--- src/rtl/median_sched.sv ---
// Two-requester round-robin scheduler for a shared fixed-latency median unit, with
// per-requester 2-entry response FIFOs. Optional issue counters: MEDIAN_SCHED_ISSUE_COUNT_EN.
module median_sched #(
    parameter int unsigned WIDTH = 32,
    parameter int unsigned LAT   = 1
) (
    input  logic             clk,
    input  logic             rst,
    input  logic             req0_valid,
    output logic             req0_ready,
    input  logic [WIDTH-1:0] req0_w0,
    input  logic [WIDTH-1:0] req0_w1,
    input  logic [WIDTH-1:0] req0_w2,
    input  logic             req1_valid,
    output logic             req1_ready,
    input  logic [WIDTH-1:0] req1_w0,
    input  logic [WIDTH-1:0] req1_w1,
    input  logic [WIDTH-1:0] req1_w2,
    output logic             rsp0_valid,
    input  logic             rsp0_ready,
    output logic [WIDTH-1:0] rsp0_data,
    output logic             rsp1_valid,
    input  logic             rsp1_ready,
    output logic [WIDTH-1:0] rsp1_data,
    output logic             m_rst_n,
    output logic [WIDTH-1:0] m_word0,
    output logic [WIDTH-1:0] m_word1,
    output logic [WIDTH-1:0] m_word2,
    input  logic [WIDTH-1:0] m_median_word,
    output logic             busy,
    output logic [31:0]      issue_cnt0,
    output logic [31:0]      issue_cnt1
);

    typedef enum logic [1:0] {INIT_HI, INIT_LO, INIT_REL, RUN} state_t;

    state_t           state_q, state_d;
    logic             m_rst_n_q, m_rst_n_d;
    logic [LAT-1:0]   tv_q, tv_d;
    logic [LAT-1:0]   tid_q, tid_d;
    logic             ptr_q, ptr_d;
    logic [1:0]       occ_q [2];
    logic [1:0]       occ_d [2];
    logic [1:0]       rd_q, rd_d;
    logic [1:0]       wr_q, wr_d;
    logic [WIDTH-1:0] mem_q [2][2];
    logic [WIDTH-1:0] mem_d [2][2];

    logic       run;
    logic [3:0] infl0, infl1;
    logic       elig0, elig1, cont0, cont1, iss0, iss1, issue;
    logic [1:0] rsp_ready_v;

    always_comb begin
        state_d = state_q;
        case (state_q)
            INIT_HI:  state_d = INIT_LO;
            INIT_LO:  state_d = INIT_REL;
            INIT_REL: state_d = RUN;
            default:  state_d = RUN;
        endcase
        m_rst_n_d = (state_d != INIT_LO);
    end

    always_ff @(posedge clk) begin
        if (rst) begin
            state_q   <= INIT_HI;
            m_rst_n_q <= 1'b1;
        end else begin
            state_q   <= state_d;
            m_rst_n_q <= m_rst_n_d;
        end
    end

    assign run     = (state_q == RUN);
    assign m_rst_n = m_rst_n_q;
    assign busy    = !run || (|tv_q);

    always_comb begin
        infl0 = '0;
        infl1 = '0;
        for (int unsigned k = 0; k < LAT; k++) begin
            if (tv_q[k]) begin
                if (tid_q[k]) infl1 = infl1 + 4'd1;
                else          infl0 = infl0 + 4'd1;
            end
        end
    end

    // Results already in flight count against FIFO space so the FIFO can never overflow.
    assign elig0 = (infl0 + {2'b00, occ_q[0]}) < 4'd2;
    assign elig1 = (infl1 + {2'b00, occ_q[1]}) < 4'd2;
    assign cont0 = req0_valid && elig0;
    assign cont1 = req1_valid && elig1;

    assign req0_ready = run && elig0 && (!cont1 || ptr_q);
    assign req1_ready = run && elig1 && (!cont0 || !ptr_q);
    assign iss0  = req0_valid && req0_ready;
    assign iss1  = req1_valid && req1_ready;
    assign issue = iss0 || iss1;

    always_comb begin
        m_word0 = '0;
        m_word1 = '0;
        m_word2 = '0;
        if (iss0) begin
            m_word0 = req0_w0;
            m_word1 = req0_w1;
            m_word2 = req0_w2;
        end else if (iss1) begin
            m_word0 = req1_w0;
            m_word1 = req1_w1;
            m_word2 = req1_w2;
        end
    end

    always_comb begin
        ptr_d = ptr_q;
        if (iss0)      ptr_d = 1'b0;
        else if (iss1) ptr_d = 1'b1;
        tv_d     = tv_q;
        tid_d    = tid_q;
        tv_d[0]  = issue;
        tid_d[0] = iss1;
        for (int unsigned k = 1; k < LAT; k++) begin
            tv_d[k]  = tv_q[k-1];
            tid_d[k] = tid_q[k-1];
        end
    end

    assign rsp_ready_v = {rsp1_ready, rsp0_ready};

    always_comb begin
        logic push;
        logic pop;
        occ_d = occ_q;
        rd_d  = rd_q;
        wr_d  = wr_q;
        mem_d = mem_q;
        push  = 1'b0;
        pop   = 1'b0;
        for (int unsigned i = 0; i < 2; i++) begin
            push = tv_q[LAT-1] && (tid_q[LAT-1] == 1'(i));
            pop  = (occ_q[i] != 2'd0) && rsp_ready_v[i];
            if (push) begin
                mem_d[i][wr_q[i]] = m_median_word;
                wr_d[i] = ~wr_q[i];
            end
            if (pop) rd_d[i] = ~rd_q[i];
            occ_d[i] = occ_q[i] + {1'b0, push} - {1'b0, pop};
        end
    end

    always_ff @(posedge clk) begin
        if (rst) begin
            tv_q   <= '0;
            tid_q  <= '0;
            ptr_q  <= 1'b1;
            occ_q  <= '{2'd0, 2'd0};
            rd_q   <= '0;
            wr_q   <= '0;
        end else begin
            tv_q   <= tv_d;
            tid_q  <= tid_d;
            ptr_q  <= ptr_d;
            occ_q  <= occ_d;
            rd_q   <= rd_d;
            wr_q   <= wr_d;
        end
        mem_q <= mem_d;
    end

    assign rsp0_valid = (occ_q[0] != 2'd0);
    assign rsp1_valid = (occ_q[1] != 2'd0);
    assign rsp0_data  = rsp0_valid ? mem_q[0][rd_q[0]] : '0;
    assign rsp1_data  = rsp1_valid ? mem_q[1][rd_q[1]] : '0;

`ifdef MEDIAN_SCHED_ISSUE_COUNT_EN
    logic [31:0] issue_cnt0_q, issue_cnt0_d;
    logic [31:0] issue_cnt1_q, issue_cnt1_d;

    always_comb begin
        issue_cnt0_d = issue_cnt0_q + {31'd0, iss0};
        issue_cnt1_d = issue_cnt1_q + {31'd0, iss1};
    end

    always_ff @(posedge clk) begin
        if (rst) begin
            issue_cnt0_q <= '0;
            issue_cnt1_q <= '0;
        end else begin
            issue_cnt0_q <= issue_cnt0_d;
            issue_cnt1_q <= issue_cnt1_d;
        end
    end

    assign issue_cnt0 = issue_cnt0_q;
    assign issue_cnt1 = issue_cnt1_q;
`else
    assign issue_cnt0 = '0;
    assign issue_cnt1 = '0;
`endif

endmodule

--- config.mk ---
export PLATFORM = sky130hd
export DESIGN_NAME = median_sched
export DESIGN_NICKNAME = d
export VERILOG_FILES = /design/src/rtl/median_sched.sv
export SDC_FILE = /design/constraint.sdc
export NUM_CORES = 1
export LEC_CHECK = 0
export ABC_AREA = 1
export CAP_MARGIN = 20
export CORE_AREA = 2 2 177 179
export CTS_CLUSTER_DIAMETER = 150
export DETAILED_ROUTE_END_ITERATION = 6
export DIE_AREA = 0 0 179 181
export SYNTH_ARGS = -nofsm -noshare
export SYNTH_HDL_FRONTEND = slang
export SYNTH_SLANG_ARGS = --single-unit
--- constraint.sdc ---
create_clock -name clk -period 3.7 [get_ports clk]
set_clock_uncertainty 0.1 [all_clocks]
set_input_delay 0.74 -clock clk [delete_from_list [all_inputs] [get_ports clk]]
set_output_delay 0.74 -clock clk [all_outputs]
set_load 0.02 [all_outputs]
=== Word level (Yosys, flattened, before mapping) ===
Index checks and enable logic that the tools add are counted.

* Div/mod/pow operators: 0
* Equality and inequality tests: 3
* Shift-type cells: 0
* Magnitude comparators: 8
* Multiplexer cells: 27
* Multiply operators: 0
* Reductions and logical operators: 26
* Add/subtract/negate cells: 6
* Bitwise gates (word level): 9

{| class="wikitable"
|+ Operators with widths
! kind !! number
|-
| 32-bit two-way mux || 16
|-
| 64-bit bitwise mux || 2
|-
| 32-bit demux with 1-bit select || 2
|-
| 1-bit logical AND || 14
|-
| 4-bit by 2-bit adder with 4-bit output || 2
|-
| 2-bit greater-or-equal comparator (second input constant) || 4
|-
| 4-bit by 2-bit less-than comparator with 1-bit output (second input constant) || 2
|-
| 1-bit inverter with 2-bit output || 4
|-
| 1-bit two-way mux || 6
|-
| 2-bit nonzero test || 3
|-
| 1-bit inverter || 5
|-
| 2-bit by 1-bit adder with 2-bit output || 2
|-
| 1-bit zero test || 4
|-
| 1-bit logical OR || 4
|-
| 2-bit by 1-bit less-than comparator with 1-bit output (second input constant) || 2
|-
| 2-bit one-hot mux with 2 select lines || 1
|-
| 2-bit by 1-bit subtractor with 2-bit output || 2
|-
| 2-bit by 1-bit == test with 1-bit output (second input constant) || 1
|-
| 2-bit == test (second input constant) || 1
|-
| 2-bit zero test || 1
|-
| 2-bit by 1-bit inequality test with 1-bit output (second input constant) || 1
|}

* Input port bits: 230
* Register bits: 142
* Memories kept: 0
* Word-level logic and storage cells: 94
* Memory bits (writable): 0
* Latch bits: 0
* Memory bits (read-only): 0

=== Logic depth before layout (Yosys ltp) ===
* Depth in word-level cells: 11
* Gate-level depth with buffers: 9
* Depth with buffers taken out: 9

=== Worst setup path before layout ===
OpenSTA, ideal clock, no wires.

* Path type: in2out
* Start: in req1_valid
* End: out m_word0[0]
* Arrival time: 1.871 ns
* Required time: 2.860 ns
* Path slack: 0.989 ns
* Path buffers: 2
* Cell stages on the path: 7
* Cells stage by stage: buf_2 -> inv_1 -> nor2_1 -> nand3_1 -> nand3_2 -> clkbuf_1 -> o21ai_0

* Cells in the longest elaborated chain, start to end: 6
* Elaborated cells on any way between the ends: 8
* Classes of those cells: mux (2); reduce/logical (6)

{| class="wikitable"
|+ RTL lines
! what !! line !! RTL
|-
| start, declared || 14 || <nowiki>input logic req1_valid,</nowiki>
|-
| 1-bit logical AND || 94 || <nowiki>assign cont1 = req1_valid && elig1;</nowiki>
|-
| 1-bit zero test || 96 || <nowiki>assign req0_ready = run && elig0 && (!cont1 || ptr_q);</nowiki>
|-
| 1-bit logical OR || 96 ||
|-
| 1-bit logical AND || 96 ||
|-
| 1-bit logical AND || 98 || <nowiki>assign iss0 = req0_valid && req0_ready;</nowiki>
|-
| 32-bit two-way mux (*) || 106 || <nowiki>if (iss0) begin</nowiki>
|-
| end, declared || 26 || <nowiki>output logic [WIDTH-1:0] m_word0,</nowiki>
|}

Mark *: on every way between the ends. The rest lies on a longest branch, timed or not.

=== Worst setup path after layout ===
* Start: in req0_valid
* End: out m_word0[1]

* Cells in the longest elaborated chain, start to end: 7
* Elaborated cells on any way between the ends: 8
* Classes of those cells: mux (2); reduce/logical (6)

{| class="wikitable"
|+ RTL lines
! what !! line !! RTL
|-
| start, declared || 9 || <nowiki>input logic req0_valid,</nowiki>
|-
| 1-bit logical AND || 93 || <nowiki>assign cont0 = req0_valid && elig0;</nowiki>
|-
| 1-bit zero test || 97 || <nowiki>assign req1_ready = run && elig1 && (!cont0 || !ptr_q);</nowiki>
|-
| 1-bit logical OR || 97 ||
|-
| 1-bit logical AND || 97 ||
|-
| 1-bit logical AND || 99 || <nowiki>assign iss1 = req1_valid && req1_ready;</nowiki>
|-
| 32-bit two-way mux || 110 || <nowiki>end else if (iss1) begin</nowiki>
|-
| 32-bit two-way mux (*) || 106 ||
|}

Marked as above.

==> qor.txt <==
Status -> complete, no violations
Critical-path top delay cell -> clkdlybuf4s50_1
# nets final -> 1,449
Vias -> 7,336
Worst hold path depth -> 1
CTS Hold Buffers Added -> 0
Synthesis-to-finish area growth -> 63.6%
DR WL/cell -> 20.3 um
Final Critical Period -> 3.58 ns
RePlAce Congestion -> 0.985
Maxcap violations -> 0
Top-area cell type share of the netlist area -> 49.9%
Top Usage Layer GRT -> met2
Max Root-Sink Buffers -> 2
DP Worst Slack -> -0.0370 ns
Clock slew at reported path FFs -> 0.05 ns
GRT Overall Usage -> 19.8%
Yosys reg bits -> 142
Critical Path AT -> 2.74 ns
Startpoint type of the worst setup path -> input port
Maximum fanout along the worst path -> 24
Vias in the first global route -> 6,877
Count leader, synth -> nand2_1
Worst vdd ir -> 0.345 mV
CP endpoint kind -> output pin
Critical path class -> in2out
Post-synth EDFFs -> 128
Reg-to-reg setup timing slack -> 1.53 ns
Fin area -> 12,600 um2
Leak -> 4.87 nW
Seq/Total Area, Yosys -> 53.5%
Area contributors post-synth -> edfxtp_1, nand4_1, nand2_1
CP Buf/Inv Count -> 5
Pre-antenna DRT Iters -> 5
Critical Path RT -> 2.86 ns
Max stage delay on crit path -> 0.64 ns
WHS -> 0.397 ns
Global-route wire length before repair -> 46.1 mm
Root buf cell -> clkbuf_16
Clk network pwr share -> 28.5%
Cell internal pwr -> 3.62 mW
RSZ-0062 raised after global routing -> no
Largest area contributor in the netlist -> edfxtp_1
Fillers -> 2,925
Post-Syn Area -> 7700 um2
Final setup violation count -> 0
CORE AREA -> 30,300 um2
Ys Warns -> 0
DRT Wirelength -> 33.0 mm
Worst r2r path cells -> 4
DP Wirelength -> 26.1 mm
Met2 usage -> 30.6%
Initial antenna violation count -> 26
Hold path startpoint -> state_q[0]
Pin count of the biggest net entering global routing -> 98
M1 GR Usage -> 24.5%
Net Switching -> 1.96 mW
GR Overflow Total -> 0
Via density per instance -> 4.51
Top post-synthesis cells by count -> nand2_1, edfxtp_1, inv_1, nand4_1, a21oi_1
DR iter-0 viols -> 365
Switch share -> 35.1%
Prevailing post-synth register cell -> edfxtp_1
Max Slew Vio Count -> 0
Row Count -> 64
Max_slew headroom -> 26.3%
CP delay by family, top -> buffers and inverters
Hold Path End -> state_q[0]
Dpl cell area -> 12,000 um2
Port Buf Inserts -> 395
Fraction of layout cells with a size suffix above 1 -> 9.78%
Die area -> 32,400 um2
Drc violations -> 0
Gate power share -> 39.2%
Synth async-reset ratio -> 0%
Grt met3 use -> 10.6%
CTS tree -> done
Worst-margin pin slew -> 1.10 ns
Finished Layout Cells -> 1,626
Fin Setup TNS -> 0 ns
Worst R2R End -> mem_q[95]
Sequential power share -> 32.3%
Clk sink count -> 142
Chip Height -> 181 um
Distinct cells, synth -> 24
Peak Freq -> 279 MHz
Final Hold Vio Count -> 0
Top Ports -> 460
Period Utilization, post-route -> 96.8%
RR Startpoint -> tv_q
Inserted Clock Buffers -> 17
Chip Width -> 179 um
DRT antenna net count -> 0
Syn_area_per_cell -> 9.31 um2
Initial Utilization -> 25.4%
Post-Syn Instances -> 827
PwrDens -> 443 nW/um2
Placed cell count -> 1,589
Clk_lat worst skew -> 0.41 ns
Hold Crit Class -> reg2reg
Maximum level of the CTS H-tree -> 4
Final worst slack -> 0.119 ns
CP cell instances -> clkdlybuf4s50_1 > nand2_1 > inv_1 > nand3_4 > buf_12 > buf_12 > nand4_1 > o21ai_0 > clkdlybuf4s50_1
-- power groups by stage --
stage | Combinational [mW] | Sequential, mW | Clock (mW)
finish | 2.19 | 1.80 | 1.59
global placement | 2.19 | 1.84 | 0
floorplan | 1.09 | 1.83 | 0
CTS | 2.21 | 1.80 | 1.61
detailed placement | 2.19 | 1.84 | 0
global route | 2.35 | 1.81 | 1.69
-- logic make-up (layout without fill, tap and decap cells) --
| kind of cell | Yosys count | in the layout | synth area share, % |
|---|---|---|---|
| and+or+nand+nor | 261 | 261 | 16.5 |
| buffers and inverters | 245 | 582 | 15.9 |
| AOI/OAI and AO/OA | 172 | 172 | 13.1 |
| DFF | 142 | 142 | 53.6 |
| adders and majority gates | 4 | 4 | 0.650 |
| xor gates and xnor gates | 2 | 2 | 0.227 |
| other | 1 | 67 | 0.0487 |
-- worst reg2reg max path, delay by kind of cell, from the launching register on --
family,cells,cell delay [ns]
flops,1,0.41
buf+inv,2,0.24
simple gates,2,1.01
-- cell usage in the layout (no fill, tap or decap), types with 2 or more instances in the layout --
master / n
nor2_2: 2
nand2_1: 134
inv_6: 2
clkinv_4: 3
nor3_1: 2
inv_1: 118
clkdlybuf4s50_1: 389
ha_1: 4
dfxtp_1: 14
o21ai_2: 40
clkinv_2: 2
xnor2_1: 2
nand3_1: 5
and2_1: 2
o21ai_0: 60
a21oi_1: 71
conb_1: 64
clkinvlp_4: 2
clkbuf_16: 17
clkbuf_1: 2
nor2_4: 6
buf_4: 31
diode_2: 3
dlymetal6s2s_1: 4
nor2_1: 9
nand4_1: 97
buf_12: 8
nand3_4: 2
edfxtp_1: 128
-- worst max path at each step --
stage / from / to / slack (ns) / cells past startpoint
floorplan: req1_valid / m_word0[0] / 0.99 / 7
global placement: req0_valid / m_word1[25] / -0.01 / 5
detailed placement: req0_valid / m_word1[30] / -0.04 / 5
CTS: req0_valid / m_word1[25] / 0.03 / 9
global route: req0_valid / m_word0[1] / 0.004 / 9
finish: req0_valid / m_word0[1] / 0.12 / 9
-- cell type report --
class	count	area, um2	area share [%]
timing repair buffer	432	4340	34.4
antenna	3	7.51	0.0596
tap	396	495	3.93
multi-input combinational	503	2640	21.0
clock buffer	19	433	3.44
sequential	142	4120	32.7
inverter	119	447	3.55
clock inverter	12	114	0.904
-- through the flow --
| step | power [mW] | utilization, % |
|---|---|---|
| 2_1_floorplan | 2.92 | - |
| 3_3_place_gp | 4.02 | 39.5 |
| 3_5_place_dp | 4.03 | 39.5 |
| 4_1_cts | 5.63 | 41.5 |
| 5_1_grt | 5.84 | 41.5 |
| 6_report | 5.58 | 41.5 |
-- metal layers --
layer / vias up / routed length, um
met4: 32 / 459
met1: 3411 / 13100
met3: 71 / 4340
li1: 3487 / -
met5: - / 187
met2: 335 / 14900
-- what timing repair did --
action | in CTS | in global routing
gates resized for setup | 0 | 4
setup buffers | 3 | 0
endpoints found under the setup margin | 2 | 4
pin swaps | 1 | 0
-- registers in the layout, summed over array words and instances (netlist names) --
name	cells
m_rst_n	1
mem_q	128
occ_q	4
ptr_q	1
rd_q	2
state_q	2
tid_q	1
tv_q	1
wr_q	2
(Power assumes the default switching activity.)
